### config.mk
export PLATFORM = sky130hd
export DESIGN_NAME = sequencer_fsm_v2_flat
export DESIGN_NICKNAME = d
export VERILOG_FILES = /design/src/rtl/sequencer_fsm_v2_if.sv /design/src/rtl/sequencer_fsm_v2.sv /design/src/flat_wrapper.sv
export SDC_FILE = /design/constraint.sdc
export NUM_CORES = 1
export LEC_CHECK = 0
export ABC_AREA = 1
export BUFFER_PORTS_ARGS = -buffer_cell sky130_fd_sc_hd__buf_2
export CORE_MARGIN = 1.5
export CORE_UTILIZATION = 53
export DETAILED_ROUTE_END_ITERATION = 7
export GPL_TIMING_DRIVEN = 0
export PLACE_DENSITY = 0.93
export SLEW_MARGIN = 20
export SYNTH_ARGS = -nofsm -noshare
export SYNTH_HDL_FRONTEND = slang
export SYNTH_SLANG_ARGS = --single-unit
### constraint.sdc
create_clock -name clk -period 1.9 [get_ports clk]
set_input_delay 0 -clock clk [delete_from_list [all_inputs] [get_ports clk]]
set_output_delay 0 -clock clk [all_outputs]
set_load 0.03 [all_outputs]
### src/rtl/sequencer_fsm_v2_if.sv
// Memory-port bundle between the sequencer and the instruction/data memory.
//   msel      : address source select (0 = PC, 1 = C), driven by the sequencer
//   mread     : read request strobe, driven by the sequencer
//   mwrite    : write request strobe, driven by the sequencer
//   mem_ready : memory has completed the current access, driven by the memory
// master modport = sequencer side, slave modport = memory side.
interface sequencer_fsm_v2_if;
  logic msel;
  logic mread;
  logic mwrite;
  logic mem_ready;

  modport master (output msel, mread, mwrite, input mem_ready);
  modport slave  (input msel, mread, mwrite, output mem_ready);
endinterface

### src/rtl/sequencer_fsm_v2.sv
// sequencer_fsm_v2 -- multicycle instruction controller for the simple RISC
// core. Sequences fetch, decode, register read, ALU execute, write-back and
// memory accesses, with a ready/valid memory handshake, a bounded wait
// (MEM_TIMEOUT cycles, 0 = unbounded) and a HALT instruction.
//
// Optional feature: define SEQ_BRANCH_EN to decode B<cond>, BL and BX.
// Without it those opcodes end in the error state.
//
// Ports:
//   clk, reset         : clock (rising edge), asynchronous active-low reset
//   opcode, op, cond   : instruction register fields IR[15:13], [12:11], [10:8]
//   N, V, Z            : status flags
//   mem                : memory port (msel/mread/mwrite out, mem_ready in)
//   nsel, vsel         : register select, write-back source select
//   loada/b/c, loads   : datapath latch enables
//   write              : register file write enable
//   asel, bsel         : ALU operand selects
//   loadpc, pcsel      : PC load enable and next-PC select
//   loadir             : instruction register load enable
//   halted, err        : core stopped on HALT / memory timeout or illegal op
module sequencer_fsm_v2 #(
  parameter int MEM_TIMEOUT = 15,
  parameter int WAIT_W      = 4
) (
  input  logic                      clk,
  input  logic                      reset,
  input  logic [2:0]                opcode,
  input  logic [1:0]                op,
  input  logic [2:0]                cond,
  input  logic                      N,
  input  logic                      V,
  input  logic                      Z,
  sequencer_fsm_v2_if.master        mem,
  output logic [1:0]                nsel,
  output logic [1:0]                vsel,
  output logic                      loada,
  output logic                      loadb,
  output logic                      loadc,
  output logic                      loads,
  output logic                      write,
  output logic                      asel,
  output logic                      bsel,
  output logic                      loadpc,
  output logic [1:0]                pcsel,
  output logic                      loadir,
  output logic                      halted,
  output logic                      err
);

  typedef enum logic [4:0] {
    S_RST, S_IF, S_UPD, S_DEC, S_WIMM, S_RDM, S_RDN, S_EXE, S_WB,
    S_MADR, S_MWR1, S_MRD, S_MWR, S_HLT, S_ERR,
    S_BRC, S_BLK, S_BXR, S_BXP
  } state_t;

  localparam logic [WAIT_W-1:0] TIMEOUT_CNT = WAIT_W'(MEM_TIMEOUT);

  state_t              state, state_n;
  logic [WAIT_W-1:0]   wait_cnt;
  logic                wait_clr, wait_inc;
  logic                timeout;

  // Instruction classes, decoded straight from the IR fields, which stay
  // stable from the UPD cycle until the next fetch.
  logic is_alu, is_mov_imm, is_mov_reg, is_ldr, is_str, is_halt;
  logic alu_cmp, alu_mvn;
  logic is_b, is_bl, is_bx;

  assign is_alu     = (opcode == 3'b101);
  assign is_mov_imm = (opcode == 3'b110) && (op == 2'b10);
  assign is_mov_reg = (opcode == 3'b110) && (op == 2'b00);
  assign is_ldr     = (opcode == 3'b011) && (op == 2'b00);
  assign is_str     = (opcode == 3'b100) && (op == 2'b00);
  assign is_halt    = (opcode == 3'b111);
  assign alu_cmp    = is_alu && (op == 2'b01);
  assign alu_mvn    = is_alu && (op == 2'b11);

`ifdef SEQ_BRANCH_EN
  assign is_b  = (opcode == 3'b001) && (op == 2'b00);
  assign is_bl = (opcode == 3'b010) && (op == 2'b11);
  assign is_bx = (opcode == 3'b010) && (op == 2'b00);

  // Branch condition evaluation; cond_bad flags the reserved encodings.
  logic cond_true, cond_bad;
  always_comb begin
    cond_true = 1'b0;
    cond_bad  = 1'b0;
    case (cond)
      3'b000:  cond_true = 1'b1;
      3'b001:  cond_true = Z;
      3'b010:  cond_true = ~Z;
      3'b011:  cond_true = (N != V);
      3'b100:  cond_true = (N != V) | Z;
      default: cond_bad  = 1'b1;
    endcase
  end
`else
  assign is_b  = 1'b0;
  assign is_bl = 1'b0;
  assign is_bx = 1'b0;
  // Branch inputs have no consumer in this build.
  logic unused_branch_inputs;
  assign unused_branch_inputs = ^{cond, N, V, Z};
`endif

  // A zero MEM_TIMEOUT disables the bound entirely.
  assign timeout = (MEM_TIMEOUT != 0) && (wait_cnt == TIMEOUT_CNT);

  // NOTE: sequential state uses non-blocking assignments so every register
  // samples pre-edge values regardless of statement order.
  always_ff @(posedge clk or negedge reset) begin
    if (!reset) begin
      state    <= S_RST;
      wait_cnt <= '0;
    end else begin
      state <= state_n;
      if (wait_clr)
        wait_cnt <= '0;
      else if (wait_inc && (wait_cnt != '1))
        wait_cnt <= wait_cnt + 1'b1;
    end
  end

  // NOTE: every output and next-state term gets a default before the case,
  // so no path through this block can infer a latch.
  always_comb begin
    state_n    = state;
    wait_clr   = 1'b0;
    wait_inc   = 1'b0;
    nsel       = 2'b00;
    vsel       = 2'b00;
    loada      = 1'b0;
    loadb      = 1'b0;
    loadc      = 1'b0;
    loads      = 1'b0;
    write      = 1'b0;
    asel       = 1'b0;
    bsel       = 1'b0;
    loadpc     = 1'b0;
    pcsel      = 2'b00;
    loadir     = 1'b0;
    mem.msel   = 1'b0;
    mem.mread  = 1'b0;
    mem.mwrite = 1'b0;
    halted     = 1'b0;
    err        = 1'b0;

    case (state)
      S_RST: begin
        loadpc  = 1'b1;
        pcsel   = 2'b11;
        state_n = S_IF;
      end

      S_IF: begin
        mem.mread = 1'b1;
        if (mem.mem_ready) begin
          loadir   = 1'b1;
          wait_clr = 1'b1;
          state_n  = S_UPD;
        end else if (timeout) begin
          wait_clr = 1'b1;
          state_n  = S_ERR;
        end else begin
          wait_inc = 1'b1;
        end
      end

      S_UPD: begin
        loadpc  = 1'b1;
        state_n = S_DEC;
      end

      S_DEC: begin
        if (is_mov_imm)                 state_n = S_WIMM;
        else if (is_mov_reg || is_alu)  state_n = S_RDM;
        else if (is_ldr || is_str)      state_n = S_RDN;
        else if (is_halt)               state_n = S_HLT;
        else if (is_b)                  state_n = S_BRC;
        else if (is_bl)                 state_n = S_BLK;
        else if (is_bx)                 state_n = S_BXR;
        else                            state_n = S_ERR;
      end

      S_WIMM: begin
        vsel    = 2'b01;
        write   = 1'b1;
        state_n = S_IF;
      end

      S_RDM: begin
        nsel    = 2'b10;
        loadb   = 1'b1;
        // MOV reg and MVN are single-operand: skip reading Rn.
        state_n = (is_mov_reg || alu_mvn) ? S_EXE : S_RDN;
      end

      S_RDN: begin
        loada   = 1'b1;
        state_n = S_EXE;
      end

      S_EXE: begin
        if (alu_cmp) loads = 1'b1;
        else         loadc = 1'b1;
        if (is_mov_reg || alu_mvn || is_bx) asel = 1'b1;
        else if (is_ldr || is_str)          bsel = 1'b1;
        if (alu_cmp)                  state_n = S_IF;
        else if (is_ldr || is_str)    state_n = S_MADR;
        else if (is_bx)               state_n = S_BXP;
        else                          state_n = S_WB;
      end

      S_WB: begin
        nsel    = 2'b01;
        vsel    = 2'b11;
        write   = 1'b1;
        state_n = S_IF;
      end

      S_MADR: begin
        if (is_str) begin
          // Store data (Rd) goes through B so it can pass to the write bus.
          nsel    = 2'b01;
          loadb   = 1'b1;
          state_n = S_MWR1;
        end else begin
          state_n = S_MRD;
        end
      end

      S_MWR1: begin
        asel    = 1'b1;
        state_n = S_MWR;
      end

      S_MRD: begin
        mem.msel  = 1'b1;
        mem.mread = 1'b1;
        if (mem.mem_ready) begin
          nsel     = 2'b01;
          write    = 1'b1;
          wait_clr = 1'b1;
          state_n  = S_IF;
        end else if (timeout) begin
          wait_clr = 1'b1;
          state_n  = S_ERR;
        end else begin
          wait_inc = 1'b1;
        end
      end

      S_MWR: begin
        mem.msel   = 1'b1;
        mem.mwrite = 1'b1;
        if (mem.mem_ready) begin
          wait_clr = 1'b1;
          state_n  = S_IF;
        end else if (timeout) begin
          wait_clr = 1'b1;
          state_n  = S_ERR;
        end else begin
          wait_inc = 1'b1;
        end
      end

      S_HLT: halted = 1'b1;

      S_ERR: err = 1'b1;

`ifdef SEQ_BRANCH_EN
      S_BRC: begin
        // BL reaches here with its link already written and always branches.
        if (!is_bl && cond_bad) begin
          state_n = S_ERR;
        end else begin
          if (is_bl || cond_true) begin
            loadpc = 1'b1;
            pcsel  = 2'b01;
          end
          state_n = S_IF;
        end
      end

      S_BLK: begin
        nsel    = 2'b11;
        vsel    = 2'b10;
        write   = 1'b1;
        state_n = S_BRC;
      end

      S_BXR: begin
        nsel    = 2'b01;
        loadb   = 1'b1;
        state_n = S_EXE;
      end

      S_BXP: begin
        loadpc  = 1'b1;
        pcsel   = 2'b10;
        state_n = S_IF;
      end
`endif

      default: state_n = S_ERR;
    endcase

    // Outputs are forced low for as long as reset is held, so an access in
    // flight (e.g. a pending mwrite) is withdrawn without waiting for a clock.
    if (!reset) begin
      nsel       = 2'b00;
      vsel       = 2'b00;
      loada      = 1'b0;
      loadb      = 1'b0;
      loadc      = 1'b0;
      loads      = 1'b0;
      write      = 1'b0;
      asel       = 1'b0;
      bsel       = 1'b0;
      loadpc     = 1'b0;
      pcsel      = 2'b00;
      loadir     = 1'b0;
      mem.msel   = 1'b0;
      mem.mread  = 1'b0;
      mem.mwrite = 1'b0;
      halted     = 1'b0;
      err        = 1'b0;
    end
  end

endmodule

### src/flat_wrapper.sv
// flat-port wrapper written by rule: the top's interface ports become plain ports
module sequencer_fsm_v2_flat 
#(
  parameter int MEM_TIMEOUT = 15,
  parameter int WAIT_W      = 4
)
  (clk, reset, opcode, op, cond, N, V, Z, nsel, vsel, loada, loadb, loadc, loads, write, asel, bsel, loadpc, pcsel, loadir, halted, err, mem_msel, mem_mread, mem_mwrite, mem_mem_ready);
  sequencer_fsm_v2_if mem_i ();
  input  logic clk;
  input  logic reset;
  input  logic [2:0] opcode;
  input  logic [1:0] op;
  input  logic [2:0] cond;
  input  logic N;
  input  logic V;
  input  logic Z;
  output logic [1:0] nsel;
  output logic [1:0] vsel;
  output logic loada;
  output logic loadb;
  output logic loadc;
  output logic loads;
  output logic write;
  output logic asel;
  output logic bsel;
  output logic loadpc;
  output logic [1:0] pcsel;
  output logic loadir;
  output logic halted;
  output logic err;
  output wire logic [$bits(mem_i.msel)-1:0] mem_msel;
  output wire logic [$bits(mem_i.mread)-1:0] mem_mread;
  output wire logic [$bits(mem_i.mwrite)-1:0] mem_mwrite;
  input wire logic [$bits(mem_i.mem_ready)-1:0] mem_mem_ready;
  assign mem_msel = mem_i.msel;
  assign mem_mread = mem_i.mread;
  assign mem_mwrite = mem_i.mwrite;
  assign mem_i.mem_ready = mem_mem_ready;
  sequencer_fsm_v2 #(.MEM_TIMEOUT(MEM_TIMEOUT), .WAIT_W(WAIT_W)) u_core (.clk(clk), .reset(reset), .opcode(opcode), .op(op), .cond(cond), .N(N), .V(V), .Z(Z), .mem(mem_i), .nsel(nsel), .vsel(vsel), .loada(loada), .loadb(loadb), .loadc(loadc), .loads(loads), .write(write), .asel(asel), .bsel(bsel), .loadpc(loadpc), .pcsel(pcsel), .loadir(loadir), .halted(halted), .err(err));
endmodule
# Word level (Yosys, flattened, before mapping)
# Index checks and enable logic that the tools add are counted.
[totals] regBits=9 input_bits=14 out_inout_bits=20 wordCells=110
[op_classes] n_addsub=1 n_eq_ne=24 n_mux=63 n_reduce_logical=20
[op_table] cell="5-bit case mux with 11 select lines" count=1
[op_table] cell="1-bit two-way mux" count=43
[op_table] cell="5-bit by 4-bit equality test with 1-bit output (second input constant)" count=7
[op_table] cell="5-bit two-way mux" count=7
[op_table] cell="5-bit by 3-bit equality test with 1-bit output (second input constant)" count=4
[op_table] cell="3-bit equality test (second input constant)" count=4
[op_table] cell="5-bit by 2-bit equality test with 1-bit output (second input constant)" count=2
[op_table] cell="2-bit two-way mux" count=5
[op_table] cell="2-bit OR reduction" count=5
[op_table] cell="4-bit two-way mux" count=2
[op_table] cell="2-bit case mux with 4 select lines" count=1
[op_table] cell="1-bit logical AND" count=7
[op_table] cell="1-bit case mux with 2 select lines" count=3
[op_table] cell="3-bit OR reduction" count=2
[op_table] cell="5-bit by 1-bit equality test with 1-bit output (second input constant)" count=1
[op_table] cell="5-bit zero test" count=1
[op_table] cell="4-bit by 1-bit adder with 4-bit output (second input constant)" count=1
[op_table] cell="2-bit equality test (second input constant)" count=2
[op_table] cell="4-bit equality test (second input constant)" count=1
[op_table] cell="4-bit != test (second input constant)" count=1
[op_table] cell="2-bit case mux with 2 select lines" count=1
[op_table] cell="3-bit by 2-bit equality test with 1-bit output (second input constant)" count=1
[op_table] cell="1-bit logical OR" count=3
[op_table] cell="2-bit by 1-bit equality test with 1-bit output (second input constant)" count=1
[op_table] cell="other kinds (2)" count=2

# Longest topological paths before layout
[depth] ltp_word=7 depth_mapped=10 depth_no_buf=10

# Least setup slack after synthesis
# OpenSTA, ideal clock, no wires.
[synth_path] path_type="flip-flop to output port" startpoint="register u_core.state[3]" endpoint="output port loads" arrival_time_ns=1.522 t_required_ns=1.900 setup_slack_ns=0.378 path_stages_with_launch=8 path_buffers=0 path_cell_list="dfrtp_1 inv_1 nand2_1 inv_1 nand2_1 inv_1 nand2_1 nor3_1"
[synth_via] elab_chain_cells=3
[synth_lines] element="start, declared" line_no="sequencer_fsm_v2.sv:58" rtl="state_t state, state_n;"
[synth_lines] element="start signal, assigned" line_no="sequencer_fsm_v2.sv:116" rtl="state <= state_n;"
[synth_lines] element="5-bit by 3-bit equality test with 1-bit output" line_no="sequencer_fsm_v2.sv:148" rtl="case (state)"
[synth_lines] element="1-bit two-way mux" line_no="sequencer_fsm_v2.sv:148"
[synth_lines] element="1-bit two-way mux" line_no="sequencer_fsm_v2.sv:310" rtl="if (!reset) begin"
[synth_lines] element="end, declared" line_no="flat_wrapper.sv:22" rtl="output logic loads;"
# Every way passes these cells.

# Final worst setup path
[layout_path] startpoint="register u_core.state[3]" endpoint="output port bsel"
[layout_via] elab_chain_cells=3
[layout_lines] element="5-bit by 3-bit equality test with 1-bit output" line_no="sequencer_fsm_v2.sv:148"
[layout_lines] element="1-bit two-way mux" line_no="sequencer_fsm_v2.sv:148"
[layout_lines] element="1-bit two-way mux" line_no="sequencer_fsm_v2.sv:310"
[layout_lines] element="end, declared" line_no="flat_wrapper.sv:25" rtl="output logic bsel;"
# Every way passes these cells.

==> qor.csv <==
stage,metric,value,unit
global_routing,antenna_found_initial,0,
finish,nFillCells,176,
sta,rsz0062_at_grt,false,
critical_path,critPathMaxFanout,4,
global_routing,overflow,0,
placement,io_buffers,27,
hold_path,hold_class,in2reg,
finish,multi_input_area,633,µm²
detailed_routing,drcViolationCount,0,
critical_path,worstSetupPathType,reg2out,
sta,clock.fmax,0.593,GHz
yosys,yosys.area.top_type_share,23.0,%
yosys,avgSynthCellArea,5.69,µm²
global_routing,grt_use_total,26.5,%
sta,fin_skew,0.00474,ns
critical_path,cp-start-kind,flop,
clock_tree,cts_buffers,3,
sta,finalCritPeriodShare,88.8,%
yosys,ys_seq_area_share,23.0,%
power,power.density,868,nW/µm²
power,p_int,514,µW
clock_tree,clk_pin_slew,0.06,ns
yosys,netlist_area,978,µm²
power,p_sw,511,µW
global_routing,grt_pass1_wl,4090,µm
power,p_sw_share,49.9,%
yosys,ys_types,22,
finish,area_growth,20.7,%
sta,fin_crit,1.69,ns
detailed_routing,vias,1181,
finish,ff_latch_area,225,µm²
yosys,synth_top_cell_by_area,dfrtp_1,
yosys,post-synth-top-count-cell,nand2_1,
run_status,status,"finished, final reports clean",
finish,postLayoutCoreUtil,68.4,%
detailed_routing,post_drt_wl_per_cell,11.3,µm
yosys,synth_cells,172,
floorplan,start_util,56.7,%
yosys,synthTopCellsByCount,"49 x nand2_1, 31 x nor2_1, 23 x inv_1, 14 x nand3_1, 12 x a21oi_1",
finish,drive_gt1_share,23.5,%
yosys,async_flop_share,100,%
floorplan,core.rowCount,15,
critical_path,endpoint_kind,output pin,
detailed_routing,wl_met3,127,µm
detailed_routing,wl_met1,1130,µm
yosys,synth-main-ff-cell,dfrtp_1,
sta,tns,0,ns
detailed_routing,wl_met2,1310,µm
clock_tree,htreeDepth,1,
floorplan,io_pins,34,
yosys,ys_warn_count,0,
floorplan,fp.dieArea,2110,µm²
clock_tree,cts_tree,built,
yosys,synth.area.top_cells,"dfrtp_1 23%, nand2_1 19%, nor2_1 12%, inv_1 8.8%, nand3_1 7.2%",
floorplan,die_w,46.0,µm
power,p_comb_share,51.3,%
job,drv_cap,0,
detailed_routing,drt-initial-drc-count,31,
floorplan,chipHeight,46.0,µm
detailed_routing,vias_per_cell,5.16,
power,p_leak,0.000728,µW
sta,hold_slack,0.0663,ns
detailed_routing,routed.top_layer,met4,
detailed_routing,dr.pass1.iters,4,
power,peakVddDrop,0.605,mV
critical_path,cp.required,1.90,ns
finish,diodes,0,
sta,slew_violations,0,
clock_tree,clock-root-buffer,clkbuf_4,
critical_path,cp.arrival,1.69,ns
detailed_routing,wirelength,2600,µm
finish,layout.nets,220,
clock_tree,cts_buffer_depth,2,
floorplan,design.core.area,1730,µm²
power,share_seq_of_total_power,33.9,%
yosys,synth-seq-cells,9,
placement,gp_congestion,0.923,
detailed_routing,ant_nets,0,
placement,dp_hpwl,2080,µm
sta,setup_viol,0,
power,power_frac_clock,14.8,%
global_routing,grt_pass1_vias,1033,
global_routing,grt_max_degree,14,
yosys,synth_fp_nets,187,
sta,hold_viol_final,0,
clock_tree,clock_sinks,9,
clock_tree,insertion_delay,0.27,ns
yosys,synth_edf_count,0,
## power by group through the flow
stage               Clock (µW)  Sequential, µW  Combinational [µW]
floorplan                    0             330                 409
global placement             0             341                 502
detailed placement           0             348                 522
CTS                        156             345                 527
global route               162             354                 593
finish                     152             347                 526
## worst paths after layout
check	startpoint	endpoint	slack [ns]	cells after the start
setup reg to reg	u_core.wait_cnt[1]	u_core.state[0]	0.45	8
hold / removal	mem_mem_ready	u_core.state[2]	0.07	4
setup / recovery	u_core.state[3]	bsel	0.21	8
min in group asynchronous	reset	u_core.state[2]	0.16	2
hold reg to reg	u_core.wait_cnt[3]	u_core.wait_cnt[3]	0.54	2
max in group asynchronous	reset	u_core.state[4]	1.51	2
## routing by layer
| metal | GRT usage, % | vias to the layer above |
|---|---|---|
| li1 | - | 609 |
| met1 | 31.2 | 528 |
| met2 | 45.8 | 39 |
| met3 | 3.57 | 5 |
| met4 | 13.7 | 0 |
| met5 | 0 | - |
## per-stage QoR
stage | setup slack (ns) | instance area, µm² | std cells | total power (µW)
final | 0.213 | 1180 | 229 | 1020
after CTS | 0.243 | 1180 | 229 | 1030
after global placement | 0.487 | 1140 | 224 | 843
after global routing | 0.105 | 1180 | 229 | 1110
after detailed placement | 0.463 | 1140 | 224 | 870
after floorplan | 0.378 | 978 | 172 | 738
## cell families after synthesis
logic type | after synthesis | synth area share, %
buffers and inverters | 29 | 12.3
DFF | 9 | 23.0
other | 1 | 0.383
and+or+nand+nor | 114 | 52.4
adders and majority gates | 1 | 1.28
AOI/OAI and AO/OA | 18 | 10.6
## registers in the layout, summed over array words and instances, names as in the netlist
signal / cells
u_core.wait_cnt: 4
u_core.state: 5
## area by class of cell
type | count | area share, %
Tap cell | 25 | 2.65
Multi-Input combinational cell | 134 | 53.6
Clock buffer | 4 | 2.22
Buffer | 3 | 1.91
Timing Repair Buffer | 28 | 12.3
Sequential cell | 9 | 19.1
Inverter | 26 | 8.26
## critical path, stage by stage, from the launching register on
cell and delay, ns:
dfrtp_1 0.44, inv_1 0.12, nand2_1 0.10, inv_1 0.11
nand2_1 0.10, inv_1 0.09, nand2_1 0.09, a21oi_1 0.16
buf_2 0.22
## cell usage in the layout (no fill, tap or decap), types with 2 or more instances in the layout
cell,Yosys,layout
o21ai_0,2,2
nand2_4,2,2
nor2_1,31,31
inv_1,23,23
dfrtp_1,9,9
buf_2,0,27
inv_2,3,3
a21oi_1,12,12
clkbuf_4,0,3
nand2_1,49,49
nand4_1,5,5
a21oi_2,3,3
nand3_1,14,14
clkbuf_1,1,2
nor2_2,4,4
nand3_2,3,3
nor3_1,4,4
## timing repair
| action | 4_1_cts | 5_1_grt |
|---|---|---|
| resized for setup | 0 | 0 |
| buffers inserted | 0 | 0 |
| hold buffers | 1 | 0 |
| endpoints found under the hold margin | 9 | 0 |
No activity file was read; power rests on OpenSTA's default activity.
